[src/rtl/dht11_pkg.sv]
// Shared types and constants for the DHT11 single-wire sensor reader.
// The tick helper converts the clock frequency into cycles per microsecond.
package dht11_pkg;

  typedef enum logic [2:0] {
    S_IDLE,
    S_START_LOW,
    S_RELEASE,
    S_RESP_LOW,
    S_RESP_HIGH,
    S_BIT_LOW,
    S_BIT_HIGH,
    S_CHECK
  } state_t;

  typedef enum logic [1:0] {
    ERR_NONE     = 2'd0,
    ERR_CHECKSUM = 2'd1,
    ERR_TIMEOUT  = 2'd2
  } err_t;

  localparam int FRAME_W = 40;

  function automatic int us_per_tick(input int clk_hz);
    int t;
    t = clk_hz / 1_000_000;
    return (t < 1) ? 1 : t;
  endfunction

endpackage

[src/rtl/sync_chain.sv]
// Multi-flop synchroniser for one asynchronous bit; flops reset to RST_VAL.
// Output lags the input by STAGES cycles.
module sync_chain #(
  parameter int   STAGES  = 2,
  parameter logic RST_VAL = 1'b1
) (
  input  logic clk,
  input  logic rst,
  input  logic d_i,
  output logic q_o
);

  logic [STAGES-1:0] ff_q;

  always_ff @(posedge clk) begin
    if (rst) begin
      ff_q <= {STAGES{RST_VAL}};
    end else begin
      ff_q <= {ff_q[STAGES-2:0], d_i};
    end
  end

  assign q_o = ff_q[STAGES-1];

endmodule

[src/rtl/dht11_reader.sv]
// DHT11 reader: issues the host start pulse, times the sensor's reply on a
// microsecond base, decodes 40 bits and validates the checksum.
module dht11_reader
  import dht11_pkg::*;
#(
  parameter int CLK_HZ        = 100_000_000,
  parameter int SYNC_STAGES   = 2,
  parameter int START_LOW_US  = 18000,
  parameter int BIT_THRESH_US = 50,
  parameter int TIMEOUT_US    = 200
) (
  input  logic       clk,
  input  logic       rst,
  input  logic       start,
  input  logic       data_in,
  output logic       data_oe,
  output logic       busy,
  output logic       done,
  output err_t       err,
  output logic [7:0] hum_int,
  output logic [7:0] hum_dec,
  output logic [7:0] temp_int,
  output logic [7:0] temp_dec
);

  localparam int TICK    = us_per_tick(CLK_HZ);
  localparam int PRE_W   = (TICK > 1) ? $clog2(TICK) : 1;
  localparam int CNT_MAX = (START_LOW_US > TIMEOUT_US)
                         ? ((START_LOW_US > BIT_THRESH_US) ? START_LOW_US : BIT_THRESH_US)
                         : ((TIMEOUT_US > BIT_THRESH_US) ? TIMEOUT_US : BIT_THRESH_US);
  localparam int CNT_W   = $clog2(CNT_MAX + 1);

  state_t             state_q;
  logic               data_oe_q, done_q;
  err_t               err_q;
  logic [7:0]         hum_int_q, hum_dec_q, temp_int_q, temp_dec_q;
  logic [PRE_W-1:0]   pre_q;
  logic [CNT_W-1:0]   cnt_q;
  logic [5:0]         bit_cnt_q;
  logic [FRAME_W-1:0] shift_q, shift_d;
  logic [7:0]         sum_d;
  logic               line_s, line_q;
  logic               rise, fall, tick, tmo, bit_d;

  sync_chain #(.STAGES(SYNC_STAGES), .RST_VAL(1'b1)) u_sync (
    .clk (clk),
    .rst (rst),
    .d_i (data_in),
    .q_o (line_s)
  );

  assign rise    = line_s & ~line_q;
  assign fall    = ~line_s & line_q;
  assign tick    = (pre_q == PRE_W'(TICK - 1));
  assign tmo     = tick && (cnt_q == CNT_W'(TIMEOUT_US - 1));
  assign bit_d   = (cnt_q > CNT_W'(BIT_THRESH_US));
  assign shift_d = {shift_q[FRAME_W-2:0], bit_d};
  assign sum_d   = shift_q[39:32] + shift_q[31:24] + shift_q[23:16] + shift_q[15:8];

  always_ff @(posedge clk) begin
    if (rst) begin
      state_q    <= S_IDLE;
      data_oe_q  <= 1'b0;
      done_q     <= 1'b0;
      err_q      <= ERR_NONE;
      hum_int_q  <= '0;
      hum_dec_q  <= '0;
      temp_int_q <= '0;
      temp_dec_q <= '0;
      pre_q      <= '0;
      cnt_q      <= '0;
      bit_cnt_q  <= '0;
      shift_q    <= '0;
      line_q     <= 1'b1;
    end else begin
      line_q <= line_s;
      done_q <= 1'b0;
      if (tick) begin
        pre_q <= '0;
        cnt_q <= cnt_q + CNT_W'(1);
      end else begin
        pre_q <= pre_q + PRE_W'(1);
      end
      // Later assignments below override the timebase so every transition clears it.
      case (state_q)
        S_IDLE: begin
          pre_q <= '0;
          cnt_q <= '0;
          if (start) begin
            state_q   <= S_START_LOW;
            data_oe_q <= 1'b1;
            bit_cnt_q <= '0;
            shift_q   <= '0;
          end
        end
        S_START_LOW: begin
          if (tick && cnt_q == CNT_W'(START_LOW_US - 1)) begin
            state_q   <= S_RELEASE;
            data_oe_q <= 1'b0;
            pre_q     <= '0;
            cnt_q     <= '0;
          end
        end
        S_RELEASE, S_RESP_LOW, S_RESP_HIGH, S_BIT_LOW, S_BIT_HIGH: begin
          if ((state_q == S_RELEASE && fall) || (state_q == S_RESP_LOW && rise) ||
              (state_q == S_RESP_HIGH && fall) || (state_q == S_BIT_LOW && rise)) begin
            state_q <= state_t'(state_q + 3'd1);
            pre_q   <= '0;
            cnt_q   <= '0;
          end else if (state_q == S_BIT_HIGH && fall) begin
            shift_q   <= shift_d;
            bit_cnt_q <= bit_cnt_q + 6'd1;
            state_q   <= (bit_cnt_q == 6'(FRAME_W - 1)) ? S_CHECK : S_BIT_LOW;
            pre_q     <= '0;
            cnt_q     <= '0;
          end else if (tmo) begin
            state_q   <= S_IDLE;
            done_q    <= 1'b1;
            err_q     <= ERR_TIMEOUT;
            bit_cnt_q <= '0;
            pre_q     <= '0;
            cnt_q     <= '0;
          end
        end
        S_CHECK: begin
          state_q   <= S_IDLE;
          done_q    <= 1'b1;
          bit_cnt_q <= '0;
          pre_q     <= '0;
          cnt_q     <= '0;
          if (sum_d == shift_q[7:0]) begin
            err_q      <= ERR_NONE;
            hum_int_q  <= shift_q[39:32];
            hum_dec_q  <= shift_q[31:24];
            temp_int_q <= shift_q[23:16];
            temp_dec_q <= shift_q[15:8];
          end else begin
            err_q <= ERR_CHECKSUM;
          end
        end
        default: state_q <= S_IDLE;
      endcase
    end
  end

  assign data_oe  = data_oe_q;
  assign busy     = (state_q != S_IDLE);
  assign done     = done_q;
  assign err      = err_q;
  assign hum_int  = hum_int_q;
  assign hum_dec  = hum_dec_q;
  assign temp_int = temp_int_q;
  assign temp_dec = temp_dec_q;

endmodule

[config.mk]
export PLATFORM = sky130hd
export DESIGN_NAME = dht11_reader
export DESIGN_NICKNAME = d
export VERILOG_FILES = /design/src/rtl/dht11_pkg.sv /design/src/rtl/sync_chain.sv /design/src/rtl/dht11_reader.sv
export SDC_FILE = /design/constraint.sdc
export NUM_CORES = 1
export LEC_CHECK = 0
export BUFFER_PORTS_ARGS = -buffer_cell sky130_fd_sc_hd__buf_2
export CAP_MARGIN = 25
export CORE_ASPECT_RATIO = 1.75
export CORE_MARGIN = 8
export CORE_UTILIZATION = 60
export DETAILED_ROUTE_END_ITERATION = 8
export PLACE_DENSITY_LB_ADDON = 0.25
export SYNTH_ARGS = -nofsm -noshare
export SYNTH_HDL_FRONTEND = slang
export SYNTH_SLANG_ARGS = --single-unit
[constraint.sdc]
create_clock -name clk -period 4.85 [get_ports clk]
set_clock_uncertainty 0.15 [all_clocks]
set_input_delay 0.97 -clock clk [delete_from_list [all_inputs] [get_ports clk]]
set_output_delay 0.97 -clock clk [all_outputs]
set_load 0.02 [all_outputs]
==> results_dict.tcl, run 1 <==
set metrics [dict create \
    fin_nets 635 \
    finalHoldViolCount 0 \
    grt_max_degree 84 \
    p_int_w 0.00147 \
    port_buffers 40 \
    layout.cells.non_filler 722 \
    rsz0062_at_grt "no" \
    setup_viol 0 \
    ctsResizeCount 0 \
    dp.cells 705 \
    cts_setup_buffers 0 \
    areaGrowthSynthToFinish_pct 11.0 \
    vias 4300 \
    start_kind "flop" \
    cap_viol_max_count 0 \
    ctsHoldBuffers 0 \
    worst_pin_slew_ps 829 \
    cp_max_fo 33 \
    drive_above_1_share 0.122 \
    crit_path_max_incr_delay_ps 560 \
    crit_type "flop to flop" \
    synth_mux_area_frac 0.00384 \
    hold_path_class "flop to flop" \
    synth_warnings 0 \
    fp.dieH_um 139 \
    antenna_found_initial 0 \
    wirelength_um 11800 \
    finalWorstSetupSlack_ps 806 \
    grt_use_total 0.203 \
    drtIter0Drc 225 \
    die_area_mm2 0.0121 \
    ys_ff_latch 110 \
    maxSlewViolCount 0 \
    cp_slowest_cell "fa_1" \
    io_pins 41 \
    cp-end-kind "flop" \
    coreArea_mm2 0.00856 \
    seq_power_share 0.451 \
    p_sw_w 0.000610 \
    core.rowCount 45 \
    initial_core_util 0.610 \
    leakagePower_nw 2.28 \
    synthAdderAreaFrac 0.0945 \
    chipWidth_um 86.5 \
    antenna_left 0 \
    gp_congestion 0.893 \
    path_common_cell "fa_1" \
    fin_crit_ps 4040 \
    clk_pin_slew_ps 70 \
    pwr-share-clk 0.371 \
    p_comb_frac 0.178 \
    syn_nets 616 \
    grt_pass1_wl_um 19700 \
    status "completed" \
    clk_latency_ps 350 \
    worstPathArrival_ps 4170 \
    ctsHtreeMaxLevel 3 \
    ys_types 48 \
    synth_ff_type "dfxtp_1" \
    dr.pass1.iters 4 \
    synth_edf_count 0 \
    grt-ovfl-total 0 \
    clock-sinks 110 \
    synth_area_mm2 0.00522 \
    synth_top_family_by_area "simple AND/OR/NAND/NOR gates" \
    tritoncts "done" \
    synthCells 581 \
    drc 0 \
    synth-xor-area-share 0.0690 \
    power.density_mw_per_mm2 360 \
    netSwitchingFraction 0.293 \
    path_cells "fa_1 -> inv_1 -> fa_1 -> inv_1 -> ha_1 -> fa_1 -> nand3_1 -> a21oi_1 -> or3_4 -> a211oi_4 -> buf_4 -> nand4_1 -> a21oi_1" \
    dp_slack_ps 583 \
    vias_per_cell 5.96 \
    cts_root_buffer "clkbuf_16" \
    async_reset_ff_frac 0 \
    clock_path_buffers 2 \
    synth-simple-area-share 0.185 \
    cts_buffers 9 \
    fmax_mhz 247 \
    ys_seq_area_frac 0.422 \
    routedWlPerCell_um 16.4 \
    finalCritPeriodShare 0.834 \
    timing.setup.tns_ps 0 \
    reg2reg_slack_ps 810 \
    ir_worst_vdd_mv 0.317 \
    maxSlewHeadroom 0.447 \
    antennaDiodeCount 0 \
    synth_compound_area_frac 0.173 \
    cp_data_required_time_ps 4970 \
    synth.avg_cell_area_um2 8.98 \
    hpwl_um 8300 \
    grt_pass1_vias 4222 \
]
-- power groups by stage --
stage          Clock, W  Sequential, W  Combinational [W]
2_1_floorplan         0       0.000957           0.000283
3_3_place_gp          0       0.000959           0.000358
3_5_place_dp          0       0.000960           0.000366
4_1_cts        0.000786       0.000939           0.000367
5_1_grt        0.000827       0.000942           0.000406
6_report       0.000774       0.000939           0.000371
-- final timing paths --
check	end	from	cells past startpoint
worst min-delay path	u_sync.ff_q[1]$_SDFF_PP1_	u_sync.ff_q[0]$_SDFF_PP1_	1
worst max register to register	hum_dec[1]$_SDFFE_PP0P_	shift_q[9]$_SDFFE_PP0P_	13
worst max-delay path	hum_dec[1]$_SDFFE_PP0P_	shift_q[9]$_SDFFE_PP0P_	13
worst min register to register	u_sync.ff_q[1]$_SDFF_PP1_	u_sync.ff_q[0]$_SDFF_PP1_	1
-- cells by family after synthesis --
family                     count (synthesis)
and+or+nand+nor                          192
muxes                                      2
buffers and inverters                     63
xor gates and xnor gates                  38
DFF                                      110
AOI/OAI and AO/OA                        145
adders and majority gates                 31
-- metrics by stage --
stage,util,total power [W],hold WS (ps),instance area (um2)
finish,0.677,0.00208,276,5790
detailed placement,0.637,0.00133,255,5450
global route,0.677,0.00217,290,5790
global placement,0.637,0.00132,250,5450
floorplan,-,0.00124,239,5220
CTS,0.673,0.00209,272,5760
-- cell usage after synthesis (2+ instances only) --
| master | count | share of area |
|---|---|---|
| a211oi_1 | 6 | 0.0086 |
| and3_1 | 8 | 0.0096 |
| a21oi_1 | 45 | 0.043 |
| inv_1 | 23 | 0.017 |
| a22oi_1 | 40 | 0.058 |
| clkbuf_1 | 30 | 0.022 |
| buf_4 | 3 | 0.0043 |
| or4_1 | 3 | 0.0043 |
| o21ai_1 | 32 | 0.031 |
| nand4_1 | 42 | 0.050 |
| xnor2_1 | 18 | 0.030 |
| nand2b_1 | 4 | 0.0048 |
| xor2_1 | 18 | 0.030 |
| o21ai_0 | 9 | 0.0086 |
| nand2_1 | 14 | 0.010 |
| buf_6 | 3 | 0.0065 |
| fa_1 | 14 | 0.054 |
| ha_1 | 17 | 0.041 |
| nor4_1 | 3 | 0.0036 |
| buf_2 | 3 | 0.0029 |
| and4_1 | 3 | 0.0050 |
| mux2i_1 | 2 | 0.0038 |
| xnor3_1 | 2 | 0.0086 |
| nor3_1 | 6 | 0.0058 |
| nand3_1 | 10 | 0.0096 |
| and2_1 | 5 | 0.0060 |
| nor2_1 | 83 | 0.060 |
| dfxtp_1 | 110 | 0.42 |
| or2_2 | 4 | 0.0048 |
| nand4b_1 | 3 | 0.0050 |
-- final cells by class --
type	count	area [um2]
Fill cell	700	2770
Multi-Input combinational cell	408	2760
Sequential cell	110	2200
Timing Repair Buffer	48	280
Clock buffer	10	229
Tap cell	117	146
Clock inverter	6	86.3
Inverter	23	86.3
-- routing by layer --
metal  global-route usage  part of all wire  vias to the layer above
li1                     -                 -                     2096
met1                0.208              0.37                     2077
met2                0.364              0.55                      103
met3               0.0425             0.045                       24
met4                0.114             0.032                        0
met5                    0                 0                        -
-- worst max-delay path, delay by kind of cell (launching register included) --
family / cells / cell delay, ps
and+or+nand+nor: 3 / 730
DFF: 1 / 360
AOI/OAI and AO/OA: 3 / 530
buffers and inverters: 3 / 490
adders and majority gates: 4 / 1740
-- cell usage in the layout, fill, tap and decap left out, types with 2 or more instances in the layout --
cell type,instances
bufinv_16,2
dfxtp_1,110
a21oi_1,45
clkinv_2,2
mux2i_1,2
inv_1,23
and3_1,8
buf_2,40
or4_1,3
xnor3_1,2
ha_1,17
nor4_1,3
o21ai_0,9
fa_1,14
clkbuf_16,9
a22oi_1,40
nor2_1,82
and2_1,5
and4_1,3
nand4b_1,3
nand4_1,42
buf_4,7
nand2b_1,4
xnor2_1,17
xor2_1,17
nand3_1,10
nand2_1,14
or2_2,4
a211oi_1,6
nor3_1,6
o21ai_1,32
-- flip-flops by register name (all words and copies together), names as in the netlist, 3 cells and up --
register,count
shift_q,40
cnt_q,15
hum_dec,8
hum_int,8
temp_dec,8
temp_int,8
pre_q,7
bit_cnt_q,6
state_q,3
No activity file was read; power rests on OpenSTA's default activity.
==> run 2, diff against run 1 <==
CORE_UTILIZATION = 54   (was 60)
clock period = 3.3 ns   (was 4.85 ns; I/O delays follow)
==> run 2 against run 1 <==
The run now ends with setup timing left; die area rose by 9.4%; final area rose by 6.5%; count of clock-buffer cells in the layout fell by 1; sequential cell count did not move; maximum frequency rose by 7.0%; sequential share of layout area fell by 2.3 points; core utilization fell by 2.1 points; cell count rose by 6.0%; wire length rose by 9.6%; non-clock buffer count rose by 38; global-route usage fell by 0.60 points; worst setup slack got worse by 1300 ps; critical endpoint is now err[0]$_SDFFE_PP0P_; largest cell class unchanged; highest routed layer unchanged.
==> results_dict.tcl, run 2 (synthesis gave the netlist of run 1 again) <==
set metrics [dict create \
    maxSlewHeadroom 0.534 \
    coreArea_mm2 0.00941 \
    grt_max_degree 57 \
    clock_path_buffers 2 \
    cts_root_buffer "clkbuf_16" \
    path_cells "fa_1 -> inv_2 -> fa_1 -> inv_1 -> ha_2 -> fa_2 -> xor2_1 -> xnor2_1 -> nand4b_1 -> buf_4 -> a211oi_4 -> buf_6 -> buf_12 -> nand2_1 -> a32o_1" \
    io_pins 41 \
    power.density_mw_per_mm2 479 \
    cap_viol_max_count 0 \
    r2r-end "err[0]$_SDFFE_PP0P_" \
    grt-ovfl-total 0 \
    whs_ps 274 \
    ir_worst_vdd_mv 0.589 \
    start_kind "flop" \
    fmax_mhz 265 \
    fin_nets 673 \
    reg2reg_slack_ps -480 \
    mostFrequentLayoutCell "dfxtp_1" \
    grt_use_total 0.197 \
    vias_per_cell 5.82 \
    crit_family "adder cells" \
    hold_path_class "flop to flop" \
    rsz0062_at_grt "yes" \
    regMostFlops "shift_q" \
    maxSlewViolCount 0 \
    path_common_cell "fa_1" \
    cp_data_required_time_ps 3390 \
    routedWlPerCell_um 16.9 \
    wirelength_um 13000 \
    use_met2 0.370 \
    antenna_left 0 \
    dp_slack_ps -473 \
    drtIter0Drc 277 \
    areaGrowthSynthToFinish_pct 18.2 \
    busiest_layer "met2" \
    cp-end-kind "flop" \
    tritoncts "done" \
    leakagePower_nw 2.47 \
    timing.setup.tns_ps -13570 \
    worst_pin_slew_ps 693 \
    violations "setup timing" \
    final_cell_mix "dfxtp_1, nor2_1, a21oi_1, nand4_1" \
    finalCritPeriodShare 1.14 \
    setup_viol 33 \
    port_buffers 40 \
    crit_path_max_incr_delay_ps 550 \
    worstPathArrival_ps 3860 \
    gr-usage-met3 0.0298 \
    crit_start "shift_q[9]$_SDFFE_PP0P_" \
    largest_reg_flops 40 \
    gr-usage-met1 0.193 \
    ctsHtreeMaxLevel 3 \
    cp_slowest_cell "fa_1" \
    hpwl_um 9260 \
    cts_buffers 9 \
    finalHoldViolCount 0 \
    crit_end "err[0]$_SDFFE_PP0P_" \
    die_area_mm2 0.0132 \
    cp_max_fo 11 \
    grt_pass1_vias 4495 \
    clk_latency_ps 350 \
    clk_pin_slew_ps 70 \
    reg2reg_depth 15 \
    antennaDiodeCount 0 \
    fp.dieH_um 146 \
    clock-sinks 110 \
    grt_pass1_wl_um 21300 \
    initial_core_util 0.555 \
    dr.pass1.iters 5 \
    drive_above_1_share 0.207 \
    cp_num_cells 15 \
    top_regs "shift_q: 40 flops, cnt_q: 15 flops" \
    core.rowCount 47 \
    crit_type "flop to flop" \
    fin_crit_ps 3780 \
    vias 4450 \
    chipWidth_um 90.3 \
    finalWorstSetupSlack_ps -478 \
    reg2reg_from "shift_q[9]$_SDFFE_PP0P_" \
    drc 0 \
    status "complete, but fails checks" \
    path_buf_inv 5 \
    gp_congestion 0.823 \
    antenna_found_initial 0 \
]
==> run 2: cell type report <==
type | count | area, um2
multi-input cells | 408 | 2840
well taps | 122 | 153
clock buffers | 9 | 225
repair buffers | 86 | 607
inverters | 23 | 86.3
clock inverters | 7 | 58.8
fillers | 796 | 3240
flip-flops and latches | 110 | 2200
==> run 2: report_power, final <==
group	internal [W]	leakage, nW	total, W	switching, W
logic	0.000154	1.45	0.000549	0.000395
clock network	0.000520	0.132	0.00102	0.000504
registers	0.00135	0.888	0.00138	0.0000266
total	0.00203	2.47	0.00295	0.000925
==> run 2: worst min path at each step <==
stage                                         start                   endpoint  slack [ps]  cells after the start
after floorplan           u_sync.ff_q[0]$_SDFF_PP1_  u_sync.ff_q[1]$_SDFF_PP1_         240                      1
after global placement    u_sync.ff_q[0]$_SDFF_PP1_  u_sync.ff_q[1]$_SDFF_PP1_         260                      1
after detailed placement  u_sync.ff_q[0]$_SDFF_PP1_  u_sync.ff_q[1]$_SDFF_PP1_         260                      1
after CTS                 u_sync.ff_q[0]$_SDFF_PP1_  u_sync.ff_q[1]$_SDFF_PP1_         280                      1
after global routing      u_sync.ff_q[0]$_SDFF_PP1_  u_sync.ff_q[1]$_SDFF_PP1_         290                      1
final                     u_sync.ff_q[0]$_SDFF_PP1_  u_sync.ff_q[1]$_SDFF_PP1_         270                      1
==> run 2: through the flow <==
| stage | std cells | util | cell area (um2) | power [W] |
|---|---|---|---|---|
| after global routing | 765 | 0.656 | 6170 | 0.00307 |
| final | 765 | 0.656 | 6170 | 0.00295 |
| after CTS | 766 | 0.654 | 6150 | 0.00296 |
| after global placement | 746 | 0.614 | 5780 | 0.00194 |
| after floorplan | 581 | - | 5220 | 0.00182 |
| after detailed placement | 746 | 0.614 | 5780 | 0.00195 |
==> run 2: per-layer routing <==
metal  share of wire  up-vias
met5               0        -
met4           0.048        0
met3           0.039       35
met2            0.54      111
met1            0.37     2130
li1                -     2174
==> run 2: repair_timing <==
action | in CTS | in global routing
resized for setup | 13 | 12
setup endpoints to repair | 33 | 33
buffers inserted | 3 | 0
cloned | 1 | 0
hold buffers | 0 | 0
pin swaps | 13 | 17
